===== src/rtl/divisor_sequencial_if.sv =====
// Handshake and operand/result bundle between the arithmetic controller
// (master) and the sequential divider (slave).
interface divisor_sequencial_if #(
    parameter int DIVIDEND_W = 8,
    parameter int DIVISOR_W  = 4
);
    logic                  start;
    logic [DIVIDEND_W-1:0] dividendo;
    logic [DIVISOR_W-1:0]  divisor;
    logic [DIVIDEND_W-1:0] quociente;
    logic [DIVISOR_W-1:0]  resto;
    logic                  busy;
    logic                  done;
    logic                  div_zero;

    modport master (
        output start, dividendo, divisor,
        input  quociente, resto, busy, done, div_zero
    );

    modport slave (
        input  start, dividendo, divisor,
        output quociente, resto, busy, done, div_zero
    );
endinterface


===== src/rtl/divisor_sequencial.sv =====
// Sequential restoring divider, one quotient bit per clock, MSB first.
// The dividend register doubles as the quotient shift register: each
// iteration consumes its MSB and shifts the new quotient bit in at the LSB.
module divisor_sequencial #(
    parameter int DIVIDEND_W = 8,
    parameter int DIVISOR_W  = 4
) (
    input  logic               clk,
    input  logic               rst_n,
    divisor_sequencial_if.slave bus
);
    localparam int CNT_W = (DIVIDEND_W > 1) ? $clog2(DIVIDEND_W) : 1;
    localparam logic [CNT_W-1:0] LAST = CNT_W'(DIVIDEND_W - 1);

    typedef enum logic [1:0] {IDLE, RUN, DONE} state_t;

    state_t                state, state_nxt;
    logic                  accept, iterate, busy_c, done_c;

    logic [DIVIDEND_W-1:0] dvd;
    logic [DIVISOR_W-1:0]  dvs;
    logic [DIVISOR_W-1:0]  rem;
    logic [CNT_W-1:0]      cnt;
    logic [DIVIDEND_W-1:0] quociente_q;
    logic [DIVISOR_W-1:0]  resto_q;
    logic                  div_zero_q;

    logic [DIVISOR_W:0]    trial;
    logic [DIVISOR_W-1:0]  diff;
    logic                  borrow;
    logic                  q_bit;
    logic [DIVISOR_W-1:0]  rem_nxt;

    // State register
    always_ff @(posedge clk) begin
        if (!rst_n) state <= IDLE;
        else        state <= state_nxt;
    end

    // Next-state, handshake outputs and datapath enables
    always_comb begin
        state_nxt = state;
        accept    = 1'b0;
        iterate   = 1'b0;
        busy_c    = 1'b0;
        done_c    = 1'b0;
        case (state)
            IDLE: begin
                if (bus.start) begin
                    accept    = 1'b1;
                    state_nxt = (bus.divisor == '0) ? DONE : RUN;
                end
            end
            RUN: begin
                busy_c  = 1'b1;
                iterate = 1'b1;
                if (cnt == LAST) state_nxt = DONE;
            end
            DONE: begin
                // A start seen here is taken exactly as in IDLE
                done_c    = 1'b1;
                state_nxt = IDLE;
                if (bus.start) begin
                    accept    = 1'b1;
                    state_nxt = (bus.divisor == '0) ? DONE : RUN;
                end
            end
            default: state_nxt = IDLE;
        endcase
    end

    // Trial subtraction; the low DIVISOR_W bits of the modular difference
    // are exact whenever there is no borrow, since the true difference < dvs
    always_comb begin
        trial   = {rem, dvd[DIVIDEND_W-1]};
        borrow  = (trial < {1'b0, dvs});
        diff    = trial[DIVISOR_W-1:0] - dvs;
        q_bit   = ~borrow;
        rem_nxt = borrow ? trial[DIVISOR_W-1:0] : diff;
    end

    // Operand capture, iteration and result registers
    always_ff @(posedge clk) begin
        if (!rst_n) begin
            dvd         <= '0;
            dvs         <= '0;
            rem         <= '0;
            cnt         <= '0;
            quociente_q <= '0;
            resto_q     <= '0;
            div_zero_q  <= 1'b0;
        end else if (accept) begin
            dvd <= bus.dividendo;
            dvs <= bus.divisor;
            rem <= '0;
            cnt <= '0;
            if (bus.divisor == '0) begin
                quociente_q <= '1;
                resto_q     <= '0;
                div_zero_q  <= 1'b1;
            end
        end else if (iterate) begin
            dvd <= {dvd[DIVIDEND_W-2:0], q_bit};
            rem <= rem_nxt;
            cnt <= cnt + 1'b1;
            if (cnt == LAST) begin
                quociente_q <= {dvd[DIVIDEND_W-2:0], q_bit};
                resto_q     <= rem_nxt;
                div_zero_q  <= 1'b0;
            end
        end
    end

    assign bus.quociente = quociente_q;
    assign bus.resto     = resto_q;
    assign bus.div_zero  = div_zero_q;
    assign bus.busy      = busy_c;
    assign bus.done      = done_c;
endmodule

===== src/flat_wrapper.sv =====
// flat-port wrapper written by rule: the top's interface ports become plain ports
module divisor_sequencial_flat 
#(
    parameter int DIVIDEND_W = 8,
    parameter int DIVISOR_W  = 4
)
  (clk, rst_n, bus_start, bus_dividendo, bus_divisor, bus_quociente, bus_resto, bus_busy, bus_done, bus_div_zero);
  divisor_sequencial_if #(.DIVIDEND_W(DIVIDEND_W), .DIVISOR_W(DIVISOR_W)) bus_i ();
  input  logic clk;
  input  logic rst_n;
  input wire logic [$bits(bus_i.start)-1:0] bus_start;
  input wire logic [$bits(bus_i.dividendo)-1:0] bus_dividendo;
  input wire logic [$bits(bus_i.divisor)-1:0] bus_divisor;
  output wire logic [$bits(bus_i.quociente)-1:0] bus_quociente;
  output wire logic [$bits(bus_i.resto)-1:0] bus_resto;
  output wire logic [$bits(bus_i.busy)-1:0] bus_busy;
  output wire logic [$bits(bus_i.done)-1:0] bus_done;
  output wire logic [$bits(bus_i.div_zero)-1:0] bus_div_zero;
  assign bus_i.start = bus_start;
  assign bus_i.dividendo = bus_dividendo;
  assign bus_i.divisor = bus_divisor;
  assign bus_quociente = bus_i.quociente;
  assign bus_resto = bus_i.resto;
  assign bus_busy = bus_i.busy;
  assign bus_done = bus_i.done;
  assign bus_div_zero = bus_i.div_zero;
  divisor_sequencial #(.DIVIDEND_W(DIVIDEND_W), .DIVISOR_W(DIVISOR_W)) u_core (.clk(clk), .rst_n(rst_n), .bus(bus_i));
endmodule

===== config.mk =====
export PLATFORM = sky130hd
export DESIGN_NAME = divisor_sequencial_flat
export DESIGN_NICKNAME = d
export VERILOG_FILES = /design/src/rtl/divisor_sequencial_if.sv /design/src/rtl/divisor_sequencial.sv /design/src/flat_wrapper.sv
export SDC_FILE = /design/constraint.sdc
export NUM_CORES = 1
export LEC_CHECK = 0
export ABC_AREA = 1
export ABC_CLOCK_PERIOD_IN_PS = 1440
export BUFFER_PORTS_ARGS = -buffer_cell sky130_fd_sc_hd__clkbuf_2
export CAP_MARGIN = 10
export CORE_MARGIN = 5
export CORE_UTILIZATION = 30
export DETAILED_ROUTE_END_ITERATION = 10
export RECOVER_POWER = 25
export SETUP_SLACK_MARGIN = 0.2
export SYNTH_ARGS = -nofsm -noshare
export SYNTH_HDL_FRONTEND = slang
export SYNTH_SLANG_ARGS = --single-unit

===== constraint.sdc =====
create_clock -name clk -period 1.44 [get_ports clk]
set_clock_uncertainty 0.05 [all_clocks]
set_input_delay 0.36 -clock clk [delete_from_list [all_inputs] [get_ports clk]]
set_output_delay 0.36 -clock clk [all_outputs]
set_load 0.03 [all_outputs]

==> key figures, run 1 <==
Status
  • Status: complete, but fails checks
  • Violated checks: negative setup slack

Logic synthesis
  • Post-synthesis register bit count: 34
  • Syn Inst Count: between 200 and 250
  • Post-synth top area cell: dfxtp_1
  • Syn nets: 234
  • Post-synth top flop: dfxtp_1
  • Sequential cell area fraction in the yosys report: 0.4211
  • Top post-synthesis cells by area: dfxtp_1 (42%), inv_1 (8.1%), nand2_1 (7.9%)
  • Syn avg cell area: 7.625 um^2
  • Count leader, synth: inv_1
  • Post-synth top cells: inv_1 (35), dfxtp_1 (34), nand2_1 (34)
  • FFs w/ async S/R, synth: 0
  • Netlist cell types: 28
  • Post-synth EDFFs: 0
  • YS warnings: 0
  • Netlist Area Pre-Place: 1617 um^2
  • Synth top area share: 0.4211

Clock network
  • CTS tree: done
  • CTS clk-pin slew, worst paths: about 0.07 ns
  • Clk_lat worst skew: 0.29 ns
  • Cts bufs inserted: 5
  • CTS sink count: 34
  • Clk buf depth: 2
  • Root Buffer Master: clkbuf_8
  • H-tree level count: 2
  • CTS Hold Bufs: 0

Critical path
  • Arr. time, crit path: roughly 1.6 ns
  • WS Path Type: reg2reg
  • Crit path launch type: flop
  • Maximum fanout along the worst path: 2
  • Crit path capture type: flop
  • CP required: approximately 1.6 ns

Placement
  • DPL Wire Length: 3.028 mm
  • GPL Wtd Cong: around 0.8
  • Buffers on Ports: 29

Global routing
  • Overflow after GRT: 0
  • First-pass GRT wire length: approximately 7.3 mm
  • GRT Total Usage: 0.1291
  • Number of global-route vias before repair: 1541
  • Initial antenna violation count: 0
  • Largest net degree at the start of global routing: 21

Power and ir drop
  • P_leak: roughly 0.0012 uW
  • Internal Pwr Total: approximately 1700 uW
  • Clk pwr share: 0.292
  • Peak supply drop: approximately 0.63 mV
  • NetSw: 796.4 uW
  • Net Sw Frac: 0.3160
  • PD cells: slightly below 1000 nW/um^2
  • Comb power frac: 0.296
  • Part of the power in registers: 0.411

Timing
  • RSZ-0062 raised after global routing: true
  • Fmax achieved: 0.6752 GHz
  • Relative slew slack: 0.8235
  • Worst-Margin Slew: about 0.26 ns
  • Minimum clock period: between 1 and 1.5 ns
  • Worst Hold Slack: between 0.2 and 0.3 ns
  • Final hold violation count: 0
  • Slew Limit Fails: 0
  • Final setup viols: 5
  • Setup WS post-layout: -0.04115 ns
  • Fin crit share: 1.029

Drt
  • Total number of vias: roughly 1.5k
  • Routed WL per cell: between 10 and 15 um
  • ANT nets after route: 0
  • DRT Wirelength: approximately 4.5 mm
  • Vias/cell: about 4.5
  • DRC: 0
  • DRT iter0 DRCs: 56
  • Pre-antenna DRT Iters: 4

Die
  • Die Y: roughly 83 um
  • Die width: between 80 and 90 um
  • Die area: 6956 um^2
  • Row count: 26
  • Starting density of the core: 0.3125
  • I/O pin count: 30
  • Core Area: ~5200 um^2

Finish
  • Final nets: 296
  • Area growth from synthesis to layout: 57.51%
  • Layout cell share with drive strength beyond 1: 0.5055
  • Fin util: 0.4923
  • Diode count: 0

Hold path
  • Hold WC Path Type: in2reg

Job
  • Max-cap violations: 0
==> per-layer routing <==
metal  up-vias  track usage  routed length [um]
met3         6      0.03267                 155
met1       711       0.1658                2111
met5         -            0                   0
li1        806            -                   -
met4         0      0.04903                  76
met2        24       0.2070                2113
==> cell type report <==
type                       count  area (um^2)
timing repair buffer          59        478.0
inverter                      38        195.2
sequential                    34        700.7
multi-input combinational    136        993.5
tap                           70        87.58
fill                         490         2626
clock inverter                 1        5.005
clock buffer                   7        86.33
==> registers in the layout, summed over array words and instances, names as in the netlist <==
register / flops
u_core.dvs: 4
u_core.cnt: 3
u_core.rem: 4
u_core.bus.quociente: 8
u_core.dvd: 8
u_core.state: 2
u_core.bus.resto: 4
u_core.bus.div_zero: 1
==> what timing repair did <==
item	4_1_cts	5_1_grt
buffers inserted	9	5
pin swaps	15	13
gates cloned	2	0
setup endpoints to repair	36	43
gates resized for setup	51	67
==> cell families (layout without fill, tap and decap cells) <==
family | after synthesis | count (layout) | synth area share
DFF | 34 | 34 | 0.4211
buffers and inverters | 44 | 105 | 0.1107
and+or+nand+nor | 73 | 74 | 0.2144
adders and majority gates | 7 | 7 | 0.05882
AOI/OAI and AO/OA | 52 | 53 | 0.1842
xor gates and xnor gates | 2 | 2 | 0.01084
==> critical path: stages (launching register included) <==
cell	delay, ns
dfxtp_2	0.32
inv_2	0.06
ha_4	0.13
inv_4	0.03
fa_2	0.32
xor2_1	0.15
nand2_1	0.08
nand2_2	0.07
o21ai_1	0.11
inv_1	0.04
==> final timing paths <==
| check | startpoint | end | slack [ns] | cells past startpoint |
|---|---|---|---|---|
| setup / recovery | u_core.dvd[7]$_SDFFE_PN0P_ | u_core.rem[2]$_SDFFE_PP0N_ | -0.04 | 9 |
| hold / removal | bus_divisor[2] | u_core.dvs[2]$_SDFFE_PN0P_ | 0.28 | 3 |
| setup reg to reg | u_core.dvd[7]$_SDFFE_PN0P_ | u_core.rem[2]$_SDFFE_PP0N_ | -0.04 | 9 |
| hold reg to reg | u_core.bus.quociente[4]$_SDFFE_PN0P_ | u_core.bus.quociente[4]$_SDFFE_PN0P_ | 0.41 | 2 |
==> through the flow <==
| step | cell area, um^2 | setup slack (ns) | power, uW | instances | setup TNS [ns] |
|---|---|---|---|---|---|
| after floorplan | 1707 | 0.03551 | 1369 | 212 | 0 |
| after global placement | 2026 | -0.02120 | 1537 | 321 | -0.05400 |
| after detailed placement | 2026 | -0.03674 | 1540 | 321 | -0.1282 |
| after CTS | 2360 | -0.01074 | 2391 | 340 | -0.03760 |
| after global routing | 2546 | -0.1271 | 2667 | 345 | -0.8301 |
| final | 2546 | -0.04115 | 2521 | 345 | -0.1130 |
==> power by group through the flow <==
stage	registers, uW	logic, uW	clock network [uW]
3_5_place_dp	1050	491	0
2_1_floorplan	1050	317	0
3_3_place_gp	1050	489	0
4_1_cts	1030	602	758
6_report	1040	747	737
5_1_grt	1040	819	804
==> cells in the final DEF, fill, tap and decap left out, types with 4 or more instances in the layout <==
| cell | count |
|---|---|
| a21oi_1 | 23 |
| a21oi_2 | 4 |
| buf_4 | 24 |
| buf_6 | 8 |
| buf_8 | 4 |
| clkbuf_2 | 20 |
| clkbuf_8 | 8 |
| dfxtp_1 | 22 |
| dfxtp_2 | 10 |
| ha_4 | 6 |
| inv_1 | 24 |
| inv_2 | 7 |
| nand2_1 | 24 |
| nand2_2 | 8 |
| nand3_1 | 4 |
| nor2_1 | 13 |
| nor2_2 | 5 |
| nor2_4 | 8 |
| o211ai_1 | 6 |
| o21ai_0 | 5 |
| o21ai_1 | 9 |
Note: power is estimated with default switching activity, not from simulation.
==> run 2: changes to the inputs <==
Settings changed: CORE_ASPECT_RATIO from default to 1.25, CORE_UTILIZATION 30 to 49, PLACE_DENSITY from default to 0.75.
==> run 2 against run 1 <==
  * The flow still finishes with violations (negative setup slack)
  * Fmax is 1.5% lower
  * Cell area down 11%
  * Final cell count is 13% lower
  * Non-clock buffer count fell by 10
  * Critical path depth grew 1
  * Sequential power about the same
  * Sequential share of layout area up 3.1 points
  * First-iteration DRC count decreased by 5.4%
  * Largest cell class unchanged
  * Highest routed layer unchanged
==> key figures, run 2 (synthesis results as in run 1) <==
Status
  • Status: complete, but fails checks
  • Violated checks: negative setup slack

Power and ir drop
  • P_leak: about 0.0011 uW
  • Internal Pwr Total: 1804 uW
  • PD cells: around 1100 nW/um^2
  • Net Sw Frac: 0.2872
  • NetSw: roughly 730 uW
  • Clk pwr share: 0.353
  • Part of the power in registers: 0.406
  • Power Total: roughly 2500 uW
  • Comb power frac: 0.240
  • Peak supply drop: roughly 0.74 mV

Timing
  • RSZ-0062 raised after global routing: true
  • Fmax achieved: roughly 0.67 GHz
  • Worst Hold Slack: between 0.2 and 0.3 ns
  • Final setup viols: 4
  • Worst-Margin Slew: roughly 0.35 ns
  • Fin crit share: 1.044
  • Final hold violation count: 0
  • Minimum clock period: 1.504 ns
  • Sum of negative setup slack: -0.1712 ns
  • Relative slew slack: 0.7683
  • Slew Limit Fails: 0
  • Setup WS post-layout: -0.06374 ns

Placement
  • Post-DP Area: 1997 um^2
  • GPL Wtd Cong: ~0.86
  • Buffers on Ports: 29
  • DPL Wire Length: between 2 and 3 mm

Critical path
  • Crit path capture type: flop
  • Arr. time, crit path: 1.64 ns
  • CP required: about 1.6 ns
  • R2R depth: 10
  • Crit path launch type: flop
  • Maximum fanout along the worst path: 2
  • R2r endpoint: u_core.rem[1]$_SDFFE_PP0N_
  • WS Path Type: reg2reg
  • FF-to-FF setup slack: -0.06 ns
  • Worst reg2reg startpoint: u_core.dvd[7]$_SDFFE_PN0P_

Die
  • I/O pin count: 30
  • Row count: 23
  • Die Y: 74.22 um
  • Die area: around 4600 um^2
  • Starting density of the core: 0.5061
  • Core Area: around 3200 um^2
  • Die width: 61.38 um

Finish
  • Post-route cell area: roughly 2300 um^2
  • Area growth from synthesis to layout: 40.09%
  • Diode count: 0
  • Most common cell after layout, fill and taps aside: inv_1
  • Most frequent cells in the layout: inv_1 (28), nand2_1 (27), a21oi_1 (25), buf_4 (23), dfxtp_1 (23)
  • Layout cell share with drive strength beyond 1: 0.4030
  • Final nets: around 290

Global routing
  • Overflow after GRT: 0
  • Number of global-route vias before repair: approximately 1.5k
  • GRT Total Usage: 0.1946
  • Largest net degree at the start of global routing: 21
  • Initial antenna violation count: 0
  • First-pass GRT wire length: 6.596 mm

Clock network
  • CTS sink count: 34
  • Root Buffer Master: clkbuf_8
  • CTS tree: done
  • Clk_lat worst skew: around 0.28 ns
  • H-tree level count: 2
  • Cts bufs inserted: 5
  • CTS clk-pin slew, worst paths: ~0.07 ns
  • CTS Hold Bufs: 0
  • Clk buf depth: 2

Hold path
  • Hold wc startpoint: bus_divisor[3]
  • Hold endpoint: u_core.dvs[3]$_SDFFE_PN0P_
  • Cells on Worst Hold Path: 3
  • Hold WC Path Type: in2reg

Drt
  • DRC: 0
  • DRT iter0 DRCs: 53
  • Vias/cell: around 5.2
  • Pre-antenna DRT Iters: 5
  • Routed WL per cell: between 10 and 15 um
  • Total number of vias: 1563
  • ANT nets after route: 0
  • DRT Wirelength: around 4.1 mm

Job
  • Max-cap violations: 0
run 2: cell count changes in the layout (fill, tap and decap cells not counted), sizes merged:
cell	previous run	this run
clkbuf	29	26
bufinv	0	1
o21ai	18	17
inv	36	38
clkinv	3	0
buf	37	29
run 2: final cells by class:
cell class / count / area (um^2)
fill: 264 / 929.6
multi-input combinational: 135 / 902.1
sequential: 34 / 694.4
timing repair buffer: 49 / 354.1
inverter: 38 / 155.1
clock buffer: 6 / 82.58
tap: 37 / 46.29
clock inverter: 1 / 30.03
run 2: critical path: stages, from the launching register on:
cell and delay (ns):
dfxtp_2 0.32, inv_2 0.04, ha_4 0.14, inv_2 0.06, fa_2 0.44, inv_2 0.07, nand2_2 0.06, nand2_1 0.06
nand2_1 0.05, nand2_1 0.06, inv_1 0.03
run 2: worst max-delay path by stage:
stage                                     from                                to  slack [ns]  cells after the start
global route        u_core.dvd[7]$_SDFFE_PN0P_        u_core.rem[1]$_SDFFE_PP0N_       -0.13                     10
CTS                 u_core.dvd[7]$_SDFFE_PN0P_        u_core.rem[1]$_SDFFE_PP0N_       -0.05                     10
finish              u_core.dvd[7]$_SDFFE_PN0P_        u_core.rem[1]$_SDFFE_PP0N_       -0.06                     10
global placement    u_core.dvd[7]$_SDFFE_PN0P_  u_core.bus.resto[1]$_SDFFE_PN0P_       -0.05                      8
detailed placement  u_core.dvd[7]$_SDFFE_PN0P_        u_core.rem[1]$_SDFFE_PP0N_       -0.05                     10
floorplan           u_core.dvd[7]$_SDFFE_PN0P_        u_core.rem[1]$_SDFFE_PP0N_        0.04                     10
run 2: metal layers:
| layer | vias up | wire [um] | GRT usage |
|---|---|---|---|
| met4 | 0 | 139 | 0.06604 |
| met5 | - | 0 | 0 |
| met2 | 51 | 2118 | 0.3424 |
| met1 | 719 | 1667 | 0.2294 |
| li1 | 778 | - | - |
| met3 | 15 | 171 | 0.04340 |
run 2: timing repair:
| action | CTS | global route |
|---|---|---|
| pin swaps | 6 | 7 |
| gates cloned | 0 | 1 |
| setup buffers | 1 | 3 |
| endpoints found under the setup margin | 29 | 43 |
| resized for setup | 24 | 48 |
| endpoints found under the hold margin | 0 | 0 |
run 2: metrics by stage:
stage | util | setup WS [ns] | instances
floorplan | - | 0.03551 | 212
global placement | 0.6251 | -0.04635 | 288
detailed placement | 0.6251 | -0.04791 | 288
CTS | 0.6784 | -0.05494 | 296
global route | 0.7090 | -0.1301 | 300
finish | 0.7090 | -0.06374 | 300
run 2: power groups by stage:
stage	Clock [uW]	Combinational [uW]	Sequential, uW
2_1_floorplan	0	317	1050
6_report	895	608	1030
5_1_grt	958	669	1030
4_1_cts	896	546	1030
3_3_place_gp	0	482	1050
3_5_place_dp	0	487	1050
==> run 3: changes to the inputs <==
Settings changed: ABC_CLOCK_PERIOD_IN_PS 1440 to 1950, CORE_UTILIZATION 49 to 58, PLACE_DENSITY 0.75 to 0.83, SETUP_SLACK_MARGIN 0.2 to 0.4.
Clock period 1.44 ns to 1.95 ns, I/O delays scaled along.
==> run 3 against run 2 <==
  * The run now ends clean
  * Via count rose by 0.90%
  * Register-to-register slack better by 0.34 ns
  * Final cell count shrank 2.3%
  * Power shrank 39%
  * Fmax fell by 10%
  * Sequential power decreased by 26%
  * Largest cell class unchanged
  * Highest routed layer unchanged
  * Sequential share of layout area is 2.5 points higher
  * Clock power shrank 58%
  * Wire length grew 1.8%
  * Worst setup slack better by 0.34 ns
==> key figures, run 3 (synthesis results as in run 1) <==
Drt
  • Total number of vias: 1577
  • Vias/cell: 5.382
  • DRT iter0 DRCs: 66
  • ANT nets after route: 0
  • DRT Wirelength: 4.172 mm
  • Routed WL per cell: 14.24 um
  • Pre-antenna DRT Iters: 4
  • DRC: 0

Die
  • Core Area: ~2700 um^2
  • Row count: 21
  • Die area: ~4000 um^2
  • I/O pin count: 30
  • Die width: about 57 um
  • Starting density of the core: 0.6032
  • Die Y: around 70 um

Finish
  • Fillers: 200
  • Most common cell after layout, fill and taps aside: inv_1
  • Area growth from synthesis to layout: 28.41%
  • Diode count: 0
  • Final nets: between 200 and 300
  • Layout cell share with drive strength beyond 1: 0.3436
  • Most frequent cells in the layout: inv_1 (29), nand2_1 (28), dfxtp_1 (27), a21oi_1 (25), clkbuf_2 (25)

Critical path
  • Worst setup endpoint: u_core.bus.resto[0]$_SDFFE_PN0P_
  • FF-to-FF setup slack: about 0.27 ns
  • WS Path Type: reg2reg
  • Worst reg2reg startpoint: u_core.cnt[0]$_SDFFE_PP0N_
  • Crit path capture type: flop
  • Maximum fanout along the worst path: 6
  • R2R depth: 7
  • R2r endpoint: u_core.bus.resto[0]$_SDFFE_PN0P_
  • Crit path launch type: flop
  • Arr. time, crit path: 1.90 ns
  • Origin of the worst setup path: u_core.cnt[0]$_SDFFE_PP0N_
  • CP required: 2.18 ns

Clock network
  • Clk buf depth: 2
  • CTS tree: done
  • CTS Hold Bufs: 0
  • CTS clk-pin slew, worst paths: ~0.11 ns
  • Root Buffer Master: clkbuf_4
  • CTS sink count: 34
  • Cts bufs inserted: 5
  • H-tree level count: 2
  • Clk_lat worst skew: about 0.35 ns

Placement
  • GPL Wtd Cong: slightly below 0.9
  • Buffers on Ports: 29
  • DPL Wire Length: around 2.7 mm

Global routing
  • First-pass GRT wire length: around 6.4 mm
  • Number of global-route vias before repair: 1426
  • GRT Total Usage: 0.2046
  • Overflow after GRT: 0
  • Largest net degree at the start of global routing: 21
  • Initial antenna violation count: 0

Timing
  • Fin crit share: 0.8591
  • Relative slew slack: 0.7113
  • Slew Limit Fails: 0
  • Minimum clock period: 1.675 ns
  • RSZ-0062 raised after global routing: true
  • Fmax achieved: ~0.60 GHz
  • Final hold violation count: 0
  • Sum of negative setup slack: 0 ns
  • Worst-Margin Slew: ~0.43 ns
  • Final setup viols: 0

Power and ir drop
  • PD cells: 746.5 nW/um^2
  • Peak supply drop: between 0.6 and 0.7 mV
  • P_leak: about 0.0010 uW
  • Power Total: between 1500 and 2000 uW

Hold path
  • Hold WC Path Type: in2reg

Job
  • Max-cap violations: 0

Status
  • Status: finished clean
run 3: cell count changes in the layout (fill, tap and decap cells not counted), moves of 4 or more:
cell	before	now
buf_4	23	11
clkbuf_2	15	25
clkbuf_4	2	7
clkbuf_8	7	1
dfxtp_1	23	27
dfxtp_2	11	7
o21ai_0	7	14
o21ai_1	9	2
run 3: what timing repair did:
action / 4_1_cts / 5_1_grt
endpoints found under the setup margin: 10 / 20
pin swaps: 4 / 8
resized for setup: 13 / 30
buffers inserted: 1 / 11
gates cloned: 0 / 0
run 3: worst min-delay path by stage:
stage	startpoint	to	slack (ns)	cells after the start
floorplan	u_core.dvd[1]$_SDFFE_PN0P_	u_core.dvd[1]$_SDFFE_PN0P_	0.39	2
global placement	u_core.cnt[1]$_SDFFE_PP0N_	u_core.cnt[1]$_SDFFE_PP0N_	0.40	2
detailed placement	u_core.dvd[4]$_SDFFE_PN0P_	u_core.dvd[4]$_SDFFE_PN0P_	0.41	2
CTS	bus_divisor[2]	u_core.dvs[2]$_SDFFE_PN0P_	0.34	3
global route	bus_divisor[2]	u_core.dvs[2]$_SDFFE_PN0P_	0.35	3
finish	bus_divisor[2]	u_core.dvs[2]$_SDFFE_PN0P_	0.34	3
run 3: area by class of cell:
cell class                      count  area, um^2  area share
Timing Repair Buffer               46       305.3      0.1471
Sequential cell                    34       689.4      0.3321
Inverter                           38       151.4     0.07294
Tap cell                           34       42.54     0.02049
Multi-Input combinational cell    134       834.6      0.4020
Clock buffer                        5       37.54     0.01808
Clock inverter                      2       15.01    0.007233
run 3: worst max-delay path: stages (launching register included):
cell and delay, ns:
dfxtp_1 0.34, ha_1 0.21, ha_1 0.18, inv_1 0.22, nor2_8 0.07, nor2_1 0.27, nand2_1 0.11, a21oi_2 0.14
run 3: routing by layer:
layer | share of wire | vias to the layer above | GRT usage
li1 | - | 774 | -
met1 | 0.41 | 730 | 0.2294
met2 | 0.50 | 56 | 0.3456
met3 | 0.052 | 17 | 0.05970
met4 | 0.035 | 0 | 0.1005
met5 | 0 | - | 0
run 3: report_power, final:
| group | switching (uW) | total, uW | internal, uW |
|---|---|---|---|
| Clock | 245 | 377 | 133 |
| Sequential | 24.8 | 758 | 733 |
| Combinational | 250 | 415 | 165 |
| Total | 519 | 1550 | 1030 |
run 3: per-stage QoR:
| step | setup slack (ns) | utilization | instances | hold slack (ns) | instance area, um^2 |
|---|---|---|---|---|---|
| finish | 0.2747 | 0.7745 | 293 | 0.3422 | 2076 |
| global route | 0.1696 | 0.7745 | 293 | 0.3550 | 2076 |
| CTS | 0.2798 | 0.7096 | 282 | 0.3385 | 1902 |
| detailed placement | 0.2667 | 0.6746 | 274 | 0.4066 | 1808 |
| global placement | 0.2780 | 0.6746 | 274 | 0.4047 | 1808 |
| floorplan | 0.4153 | - | 212 | 0.3941 | 1617 |
